[config.mk]
export PLATFORM = sky130hd
export DESIGN_NAME = data_mem_arbiter
export DESIGN_NICKNAME = d
export VERILOG_FILES = /design/src/rtl/data_mem_arbiter_pkg.sv /design/src/rtl/data_mem_arbiter_rr_arbiter2.sv /design/src/rtl/data_mem_arbiter.sv
export SDC_FILE = /design/constraint.sdc
export NUM_CORES = 1
export LEC_CHECK = 0
export ABC_CLOCK_PERIOD_IN_PS = 2200
export BUFFER_PORTS_ARGS = -buffer_cell sky130_fd_sc_hd__buf_4
export CORE_ASPECT_RATIO = 0.7
export CORE_MARGIN = 8
export CORE_UTILIZATION = 40
export DETAILED_ROUTE_END_ITERATION = 6
export GPL_TIMING_DRIVEN = 0
export PLACE_DENSITY = 0.81
export SYNTH_ARGS = -nofsm -noshare
export SYNTH_HDL_FRONTEND = slang
export SYNTH_SLANG_ARGS = --single-unit
[constraint.sdc]
create_clock -name clk -period 2.2 [get_ports clk]
set_clock_uncertainty 0.1 [all_clocks]
set_input_delay 0.22 -clock clk [delete_from_list [all_inputs] [get_ports clk]]
set_output_delay 0.22 -clock clk [all_outputs]
set_load 0.005 [all_outputs]
[src/rtl/data_mem_arbiter_pkg.sv]
// Shared definitions for the data memory arbiter:
// index field bounds, owner encoding and the address check.
package data_mem_arbiter_pkg;

    localparam int MEM_IDX_HI = 9;
    localparam int MEM_IDX_LO = 2;
    localparam int IDX_W      = MEM_IDX_HI - MEM_IDX_LO + 1;

    typedef enum logic [1:0] {
        OWNER_NONE = 2'd0,
        OWNER_P0   = 2'd1,
        OWNER_P1   = 2'd2
    } owner_t;

    // Misaligned, beyond the implemented words, or above the index field.
    function automatic logic addr_err(
        input logic [31:0] a,
        input int unsigned words
    );
        logic [IDX_W-1:0] idx;
        idx = a[MEM_IDX_HI:MEM_IDX_LO];
        return (a[1:0] != 2'b00)
            || (32'(idx) >= words)
            || (a[31:MEM_IDX_HI+1] != '0);
    endfunction

endpackage

[src/rtl/data_mem_arbiter_rr_arbiter2.sv]
// Two-way round-robin arbiter; a locking owner that
// still requests always wins over the rotation.
module rr_arbiter2
    import data_mem_arbiter_pkg::*;
(
    input  logic [1:0] i_req,
    input  owner_t     i_owner,
    input  logic       i_last_grant,
    output logic [1:0] o_gnt
);

    logic w_own0;
    logic w_own1;
    logic w_free;

    assign w_own0 = (i_owner == OWNER_P0) && i_req[0];
    assign w_own1 = (i_owner == OWNER_P1) && i_req[1];
    assign w_free = !w_own0 && !w_own1;

    // Owner first, then the port that did not win last, else the lone requester.
    always_comb begin
        o_gnt = 2'b00;
        unique case (1'b1)
            w_own0:                    o_gnt = 2'b01;
            w_own1:                    o_gnt = 2'b10;
            w_free && (&i_req):        o_gnt = i_last_grant ? 2'b01 : 2'b10;
            w_free && (i_req == 2'b01): o_gnt = 2'b01;
            w_free && (i_req == 2'b10): o_gnt = 2'b10;
            default:                   o_gnt = 2'b00;
        endcase
    end

endmodule

[src/rtl/data_mem_arbiter.sv]
// Shares the single-port data memory between the load/store unit (port 0)
// and the debug/DMA loader (port 1), with short lock for RMW pairs.
module data_mem_arbiter
    import data_mem_arbiter_pkg::*;
#(
    parameter int MEM_WORDS = 128,
    parameter int LOCK_MAX  = 4
) (
    input  logic        clk,
    input  logic        rst_n,
    input  logic        m0_req,
    input  logic        m0_we,
    input  logic [31:0] m0_addr,
    input  logic [31:0] m0_wdata,
    input  logic        m0_lock,
    output logic        m0_gnt,
    output logic        m0_rvalid,
    output logic [31:0] m0_rdata,
    output logic        m0_err,
    input  logic        m1_req,
    input  logic        m1_we,
    input  logic [31:0] m1_addr,
    input  logic [31:0] m1_wdata,
    input  logic        m1_lock,
    output logic        m1_gnt,
    output logic        m1_rvalid,
    output logic [31:0] m1_rdata,
    output logic        m1_err,
    output logic [31:0] mem_idx,
    output logic [31:0] mem_write_data,
    output logic        mem_write_enable,
    input  logic [31:0] mem_read_data
);

    localparam int CNT_W = $clog2(LOCK_MAX + 1);
    localparam logic [CNT_W-1:0] LOCK_LAST = CNT_W'(LOCK_MAX - 1);

    owner_t           r_owner;
    logic             r_last_grant;
    logic [CNT_W-1:0] r_lock_cnt;
    logic [1:0]       r_rvalid;
    logic [1:0]       r_err;
    logic [31:0]      r_rdata0;
    logic [31:0]      r_rdata1;

    logic [1:0]       w_arb_gnt;
    logic [1:0]       w_gnt;
    logic             w_any;
    logic             w_sel;
    logic             w_we;
    logic             w_lock;
    logic [31:0]      w_addr;
    logic [31:0]      w_wdata;
    logic             w_err;
    logic [31:0]      w_rd;
    logic             w_owner_held;
    logic [CNT_W-1:0] w_cnt;

    rr_arbiter2 u_arb (
        .i_req       ({m1_req, m0_req}),
        .i_owner     (r_owner),
        .i_last_grant(r_last_grant),
        .o_gnt       (w_arb_gnt)
    );

    // Nothing is granted while reset is held, so no stray memory write.
    assign w_gnt   = rst_n ? w_arb_gnt : 2'b00;
    assign w_any   = |w_gnt;
    assign w_sel   = w_gnt[1];
    assign m0_gnt  = w_gnt[0];
    assign m1_gnt  = w_gnt[1];

    assign w_we    = w_sel ? m1_we    : m0_we;
    assign w_lock  = w_sel ? m1_lock  : m0_lock;
    assign w_addr  = w_sel ? m1_addr  : m0_addr;
    assign w_wdata = w_sel ? m1_wdata : m0_wdata;
    assign w_err   = addr_err(w_addr, MEM_WORDS);
    assign w_rd    = (w_we || w_err) ? 32'd0 : mem_read_data;

    assign mem_idx          = w_any ? w_addr  : 32'd0;
    assign mem_write_data   = w_any ? w_wdata : 32'd0;
    assign mem_write_enable = w_any && w_we && !w_err;

    // A lock count only carries over while its owner keeps requesting.
    assign w_owner_held = ((r_owner == OWNER_P0) && m0_req)
                       || ((r_owner == OWNER_P1) && m1_req);
    assign w_cnt        = w_owner_held ? r_lock_cnt : '0;

    // Ownership FSM: take or extend the lock on grant, release otherwise.
    always_ff @(posedge clk or negedge rst_n) begin
        if (!rst_n) begin
            r_owner      <= OWNER_NONE;
            r_last_grant <= 1'b1;
            r_lock_cnt   <= '0;
        end else if (w_any) begin
            r_last_grant <= w_sel;
            if (w_lock && (w_cnt < LOCK_LAST)) begin
                r_owner    <= w_sel ? OWNER_P1 : OWNER_P0;
                r_lock_cnt <= w_cnt + 1'b1;
            end else begin
                r_owner    <= OWNER_NONE;
                r_lock_cnt <= '0;
            end
        end else begin
            r_owner    <= OWNER_NONE;
            r_lock_cnt <= '0;
        end
    end

    // Registered per-port response, one cycle after each grant.
    always_ff @(posedge clk or negedge rst_n) begin
        if (!rst_n) begin
            r_rvalid <= 2'b00;
            r_err    <= 2'b00;
            r_rdata0 <= 32'd0;
            r_rdata1 <= 32'd0;
        end else begin
            r_rvalid <= w_gnt;
            if (w_gnt[0]) begin
                r_err[0] <= w_err;
                r_rdata0 <= w_rd;
            end
            if (w_gnt[1]) begin
                r_err[1] <= w_err;
                r_rdata1 <= w_rd;
            end
        end
    end

    assign m0_rvalid = r_rvalid[0];
    assign m1_rvalid = r_rvalid[1];
    assign m0_err    = r_err[0];
    assign m1_err    = r_err[1];
    assign m0_rdata  = r_rdata0;
    assign m1_rdata  = r_rdata1;

endmodule

### Word-level counts from Yosys, hierarchy flattened

Index checks and enable logic that the tools add are counted.
Widths: inputs -> output; s select.

* register bits after elaboration: 74
* word-level logic and storage cells: 53

* $add $sub $neg: 1
* magnitude comparators: 2
* equality and inequality tests: 4
* mux-type cells: 16
* reductions and logical operators: 22

Operator list (count)
* $mux 32: 5
* $reduce_bool 22->1: 1
* $mux 2: 5
* $logic_and 1x1->1: 9
* $mux 3: 3
* $ge 8x8->1 const B: 1
* $pmux 2 s3: 1
* $reduce_or 2->1: 3
* $eq 2x1->1 const B: 2
* $eq 2x2->1 const B: 2
* $logic_or 1x1->1: 4
* $add 3x1->3 const B: 1
* $logic_not 1->1: 3
* $lt 3x2->1 const B: 1
* $mux 1: 2
* $reduce_and 2->1: 1
* $reduce_bool 2->1: 1

### Longest topological paths before layout

* depth after elaboration: 14
* mapped depth: 9
* depth with buffers taken out: 6

### Modules after synthesis

From an unflattened synthesis, not the netlist that was laid out.

* cell total of the unflattened synthesis: 362
* area, all modules: 4071.4 um2

By module, submodules not included
* data_mem_arbiter: instances 1, cells an instance 355, area each 4016.4 um2
* rr_arbiter2: instances 1, cells an instance 7, area each 55.1 um2

### Worst setup path after synthesis

Ideal clock, no wire load.

* kind: register -> output
* from: register r_last_grant
* to: output mem_idx[22]
* data arrival time: 1722 ps
* data required time: 1880 ps
* path slack: 158 ps
* cell stages (with the launch flop): 8
* cell sequence: dfstp_2 -> nor2b_2 -> a211oi_2 -> nor2_2 -> buf_2 -> buf_2 -> nand2_1 -> a21oi_1

* longest elaborated chain between the ends: 5
* elaborated cells between the ends (all ways): 6
* those cells by class: 5 x mux; 1 x reduce/logical

Ends and longest elaborated chain
* start: declaration: line data_mem_arbiter.sv:39 `logic r_last_grant;`
* start signal: assignment: line data_mem_arbiter.sv:96 `r_last_grant <= w_sel;`
* $mux 2 *: line data_mem_arbiter_rr_arbiter2.sv:26 `w_free && (&i_req): o_gnt = i_last_grant ? 2'b01 : 2'b10;`
* $pmux 2 s3 *: line data_mem_arbiter_rr_arbiter2.sv:23 `unique case (1'b1)`
* $mux 2 *: line data_mem_arbiter.sv:67 `assign w_gnt = rst_n ? w_arb_gnt : 2'b00;`
* $mux 32 or $reduce_or 2->1 (tied branches): line data_mem_arbiter.sv:75, data_mem_arbiter.sv:68
* $mux 32 *: line data_mem_arbiter.sv:80 `assign mem_idx = w_any ? w_addr : 32'd0;`
* end: declaration: line data_mem_arbiter.sv:29 `output logic [31:0] mem_idx,`

Every way passes the cells marked *; elsewhere a longest branch is shown, timed or not.

### Final worst setup path

* from: input m1_req
* to: output mem_idx[21]

* longest elaborated chain between the ends: 9
* elaborated cells between the ends (all ways): 16
* those cells by class: 2 x eq/ne; 4 x mux; 10 x reduce/logical

Ends and longest elaborated chain
* start: declaration: line data_mem_arbiter.sv:20 `input logic m1_req,`
* $logic_and 1x1->1: line data_mem_arbiter_rr_arbiter2.sv:17 `assign w_own1 = (i_owner == OWNER_P1) && i_req[1];`
* $logic_not 1->1: line data_mem_arbiter_rr_arbiter2.sv:18 `assign w_free = !w_own0 && !w_own1;`
* $logic_and 1x1->1: line data_mem_arbiter_rr_arbiter2.sv:18
* $logic_and 1x1->1 (on tied branches): line data_mem_arbiter_rr_arbiter2.sv:28, data_mem_arbiter_rr_arbiter2.sv:27
* $reduce_or 2->1 (no line)
* $pmux 2 s3 *: line data_mem_arbiter_rr_arbiter2.sv:23
* $mux 2 *: line data_mem_arbiter.sv:67
* $mux 32 or $reduce_or 2->1 (tied branches): line data_mem_arbiter.sv:75, data_mem_arbiter.sv:68
* $mux 32 *: line data_mem_arbiter.sv:80

Marked as above.

==> flow_summary.toml <==
[finish]
fill_cells = 667
seqCellArea_um2 = 1860
multi_input_area_um2 = 2040
final_cell_mix = "buf_4 (313), a22o_1 (72), dfrtp_1 (71)"
num_antenna_cells = 0
fin_nets = 937
drive_gt1_share_pct = 60.2
post-route-util_pct = 79.1
areaGrowthSynthToFinish_pct = 93.7
final_common_cell = "buf_4"

[placement]
gp_congestion = 0.983
port_buffers = 302
post-place-ws_ns = -1.04
dp_hpwl_um = 15400

[global_routing]
grt_antenna_before_repair = 0
grt_pass1_vias = 5017
grt_pass1_wl_um = 30000
grt_max_degree = 38
track_usage_pct = 29.3
grt_remaining_overflow = 0

[job]
cap_viol_max_count = 0

[routing]
vias = 4826
drt_iter0_drc = 397
drc = 0
postRouteAntennaNets = 0
wirelength_um = 20900
wl_per_cell_um = 23.2
drtPass1Iterations = 5
routed_via_density = 5.36

[min_path]
holdCritStartpoint = "mem_read_data[12]"
worstHoldEndpoint = "m1_rdata[12]"
hold_class = "input pin to flip-flop"
holdPathStages = 2

[power]
ir_drop_mv = 0.464
cellLeakagePower_nw = 4.00
cellPowerDensity_nw_per_um2 = 527

[worst_setup_path]
cp-start-kind = "input pin"
max_stage_delay_ns = 0.87
r2r_slack_ns = -0.19
crit_arrival_ns = 2.18
path_class = "input pin to primary output"
crit_required_ns = 1.88
crit_chain = "buf_4 > o21ai_1 > clkbuf_1 > a21oi_2 > buf_4"
r2r_cells = 11
reg2reg_to = "m1_rdata[20]"
timing.rr.start = "r_last_grant"
critPathSlowestCell = "o21ai_1"
path_common_cell = "buf_4"
cp_max_fo = 10
crit_path_end_kind = "primary output"

[die]
die_h_um = 98.9
core.rowCount = 30
die_x_um = 134
top_level_ports = 303
core_region_area_um2 = 9610
fp.dieArea_um2 = 13300
start_util_pct = 40.8

[synth]
synth_simple_gate_area_share_pct = 15.0
synth_compound_area_share_pct = 30.0
synth_area_um2 = 3930
ys_seq_elements = 74
synth_xor_area_share_pct = 0
synthArstFlopShare_pct = 100
synth_nets = 585
synth_top_family_by_area = "compound AO/OA/AOI/OAI gates"
avgSynthCellArea_um2 = 9.44
synth_area_leaders = "dfrtp_1 (47%), a22o_1 (16%), nand2_1 (8.5%)"
ys_types = 38
synth.mux.area_fraction_pct = 0
synth-main-ff-cell = "dfrtp_1"
synth_seq_area_share_pct = 47.2
synth_top_area_cell = "dfrtp_1"
synth_top_area_share_pct = 46.5
synthCells = 416
synth_edf_count = 0
yosysWarnings = 0
synthAdderAreaFrac_pct = 0.319

[clock_tree]
clock_latency_ns = 0.33
cts_root_buf = "clkbuf_16"
htreeDepth = 3
clock_sinks = 74
clk_pin_slew_ns = 0.06
ctsLongestPathBuffers = 2
cts_made_buffers = 9
cts_tree = "built"

[run_status]
failed_checks = "setup timing"
status = "finished with violations"

[timing]
grt_setup_unrepaired = "true"
setup_tns_ns = -18.50
period_needed_ns = 2.50
max_freq_mhz = 400
worstMarginPinSlew_ns = 1.11
fin_crit_sh_pct = 114
slew_viol_final = 0
worst_slack_ns = -0.303
finalSetupViolations = 114
hold_violations = 0
max_slew_margin_pct = 25.2
[stage by stage]
| step | total power, mW | std cells | cell area, um^2 | hold WS, ns |
|---|---|---|---|---|
| after detailed placement | 2.24 | 846 | 6350 | 0.317 |
| after global placement | 2.23 | 846 | 6350 | 0.306 |
| after global routing | 4.14 | 901 | 7600 | 0.00249 |
| after CTS | 3.90 | 898 | 7360 | 0.00380 |
| final | 4.00 | 901 | 7600 | 0.00917 |
| after floorplan | 1.69 | 416 | 3930 | -0.176 |
[critical path: cells and delay by family]
kind	cells	cell delay, ns
AOI/OAI and AO/OA	2	0.95
buffers and inverters	3	1.00
[state kept, by name (all words and copies together), names as in the netlist]
signal,flops
m0_rdata,32
m1_rdata,32
r_lock_cnt,3
r_err,2
r_owner,2
r_rvalid,2
r_last_grant,1
[cell type report]
| type | instances | area share [%] |
|---|---|---|
| Inverter | 34 | 1.78 |
| Sequential cell | 74 | 24.4 |
| Tap cell | 128 | 2.11 |
| Multi-Input combinational cell | 279 | 26.8 |
| Clock inverter | 6 | 0.872 |
| Timing Repair Buffer | 347 | 37.9 |
| Clock buffer | 10 | 3.14 |
| Buffer | 23 | 3.01 |
[timing repair]
item	CTS	global route
pin swaps	12	32
hold buffers	4	0
endpoints found under the hold margin	75	0
gates cloned	8	3
endpoints found under the setup margin	139	129
setup buffers	25	6
gates resized for setup	75	69
[worst max path at each step]
stage / start / to / slack, ns / cells past startpoint
final: m1_req / mem_idx[21] / -0.30 / 5
after global routing: r_last_grant / mem_idx[9] / -0.38 / 10
after CTS: r_last_grant / mem_idx[9] / -0.19 / 9
after detailed placement: rst_n / mem_idx[27] / -1.04 / 10
after global placement: rst_n / mem_idx[27] / -1.05 / 10
after floorplan: r_last_grant / mem_idx[22] / 0.16 / 7
[synthesized netlist by cell type, drive strengths merged, types with 2 or more instances]
library cell,number
nand2,89
dfrtp,73
a22o,72
o21ai,37
inv,34
a21oi,29
buf,15
clkbuf,14
nor4,11
nor2,8
and2,5
a211oi,4
nand2b,3
nand3b,2
nand4,2
nor2b,2
or3,2
[power by group]
part           switching (mW)  internal (mW)  leakage (nW)
sequential             0.0105           1.37          1.01
combinational           0.511          0.618          2.84
clock                   0.582          0.908         0.141
total                    1.10           2.90          4.00
[routing by layer]
| layer | GRT usage [%] | part of all wire [%] | up-vias | wire [um] |
|---|---|---|---|---|
| li1 | - | - | 2182 | - |
| met1 | 34.7 | 38 | 2309 | 7860 |
| met2 | 50.0 | 50 | 289 | 10400 |
| met3 | 10.1 | 10 | 46 | 2130 |
| met4 | 6.96 | 2.4 | 0 | 494 |
| met5 | 0 | 0 | - | 0 |
[kinds of logic after synthesis]
kind of cell	Yosys count
AND/OR/NAND/NOR	129
flip-flops	74
adder cells (fa/ha/maj)	1
buffers and inverters	63
AO/OA/AOI/OAI	149
Note: power is estimated with default switching activity, not from simulation.
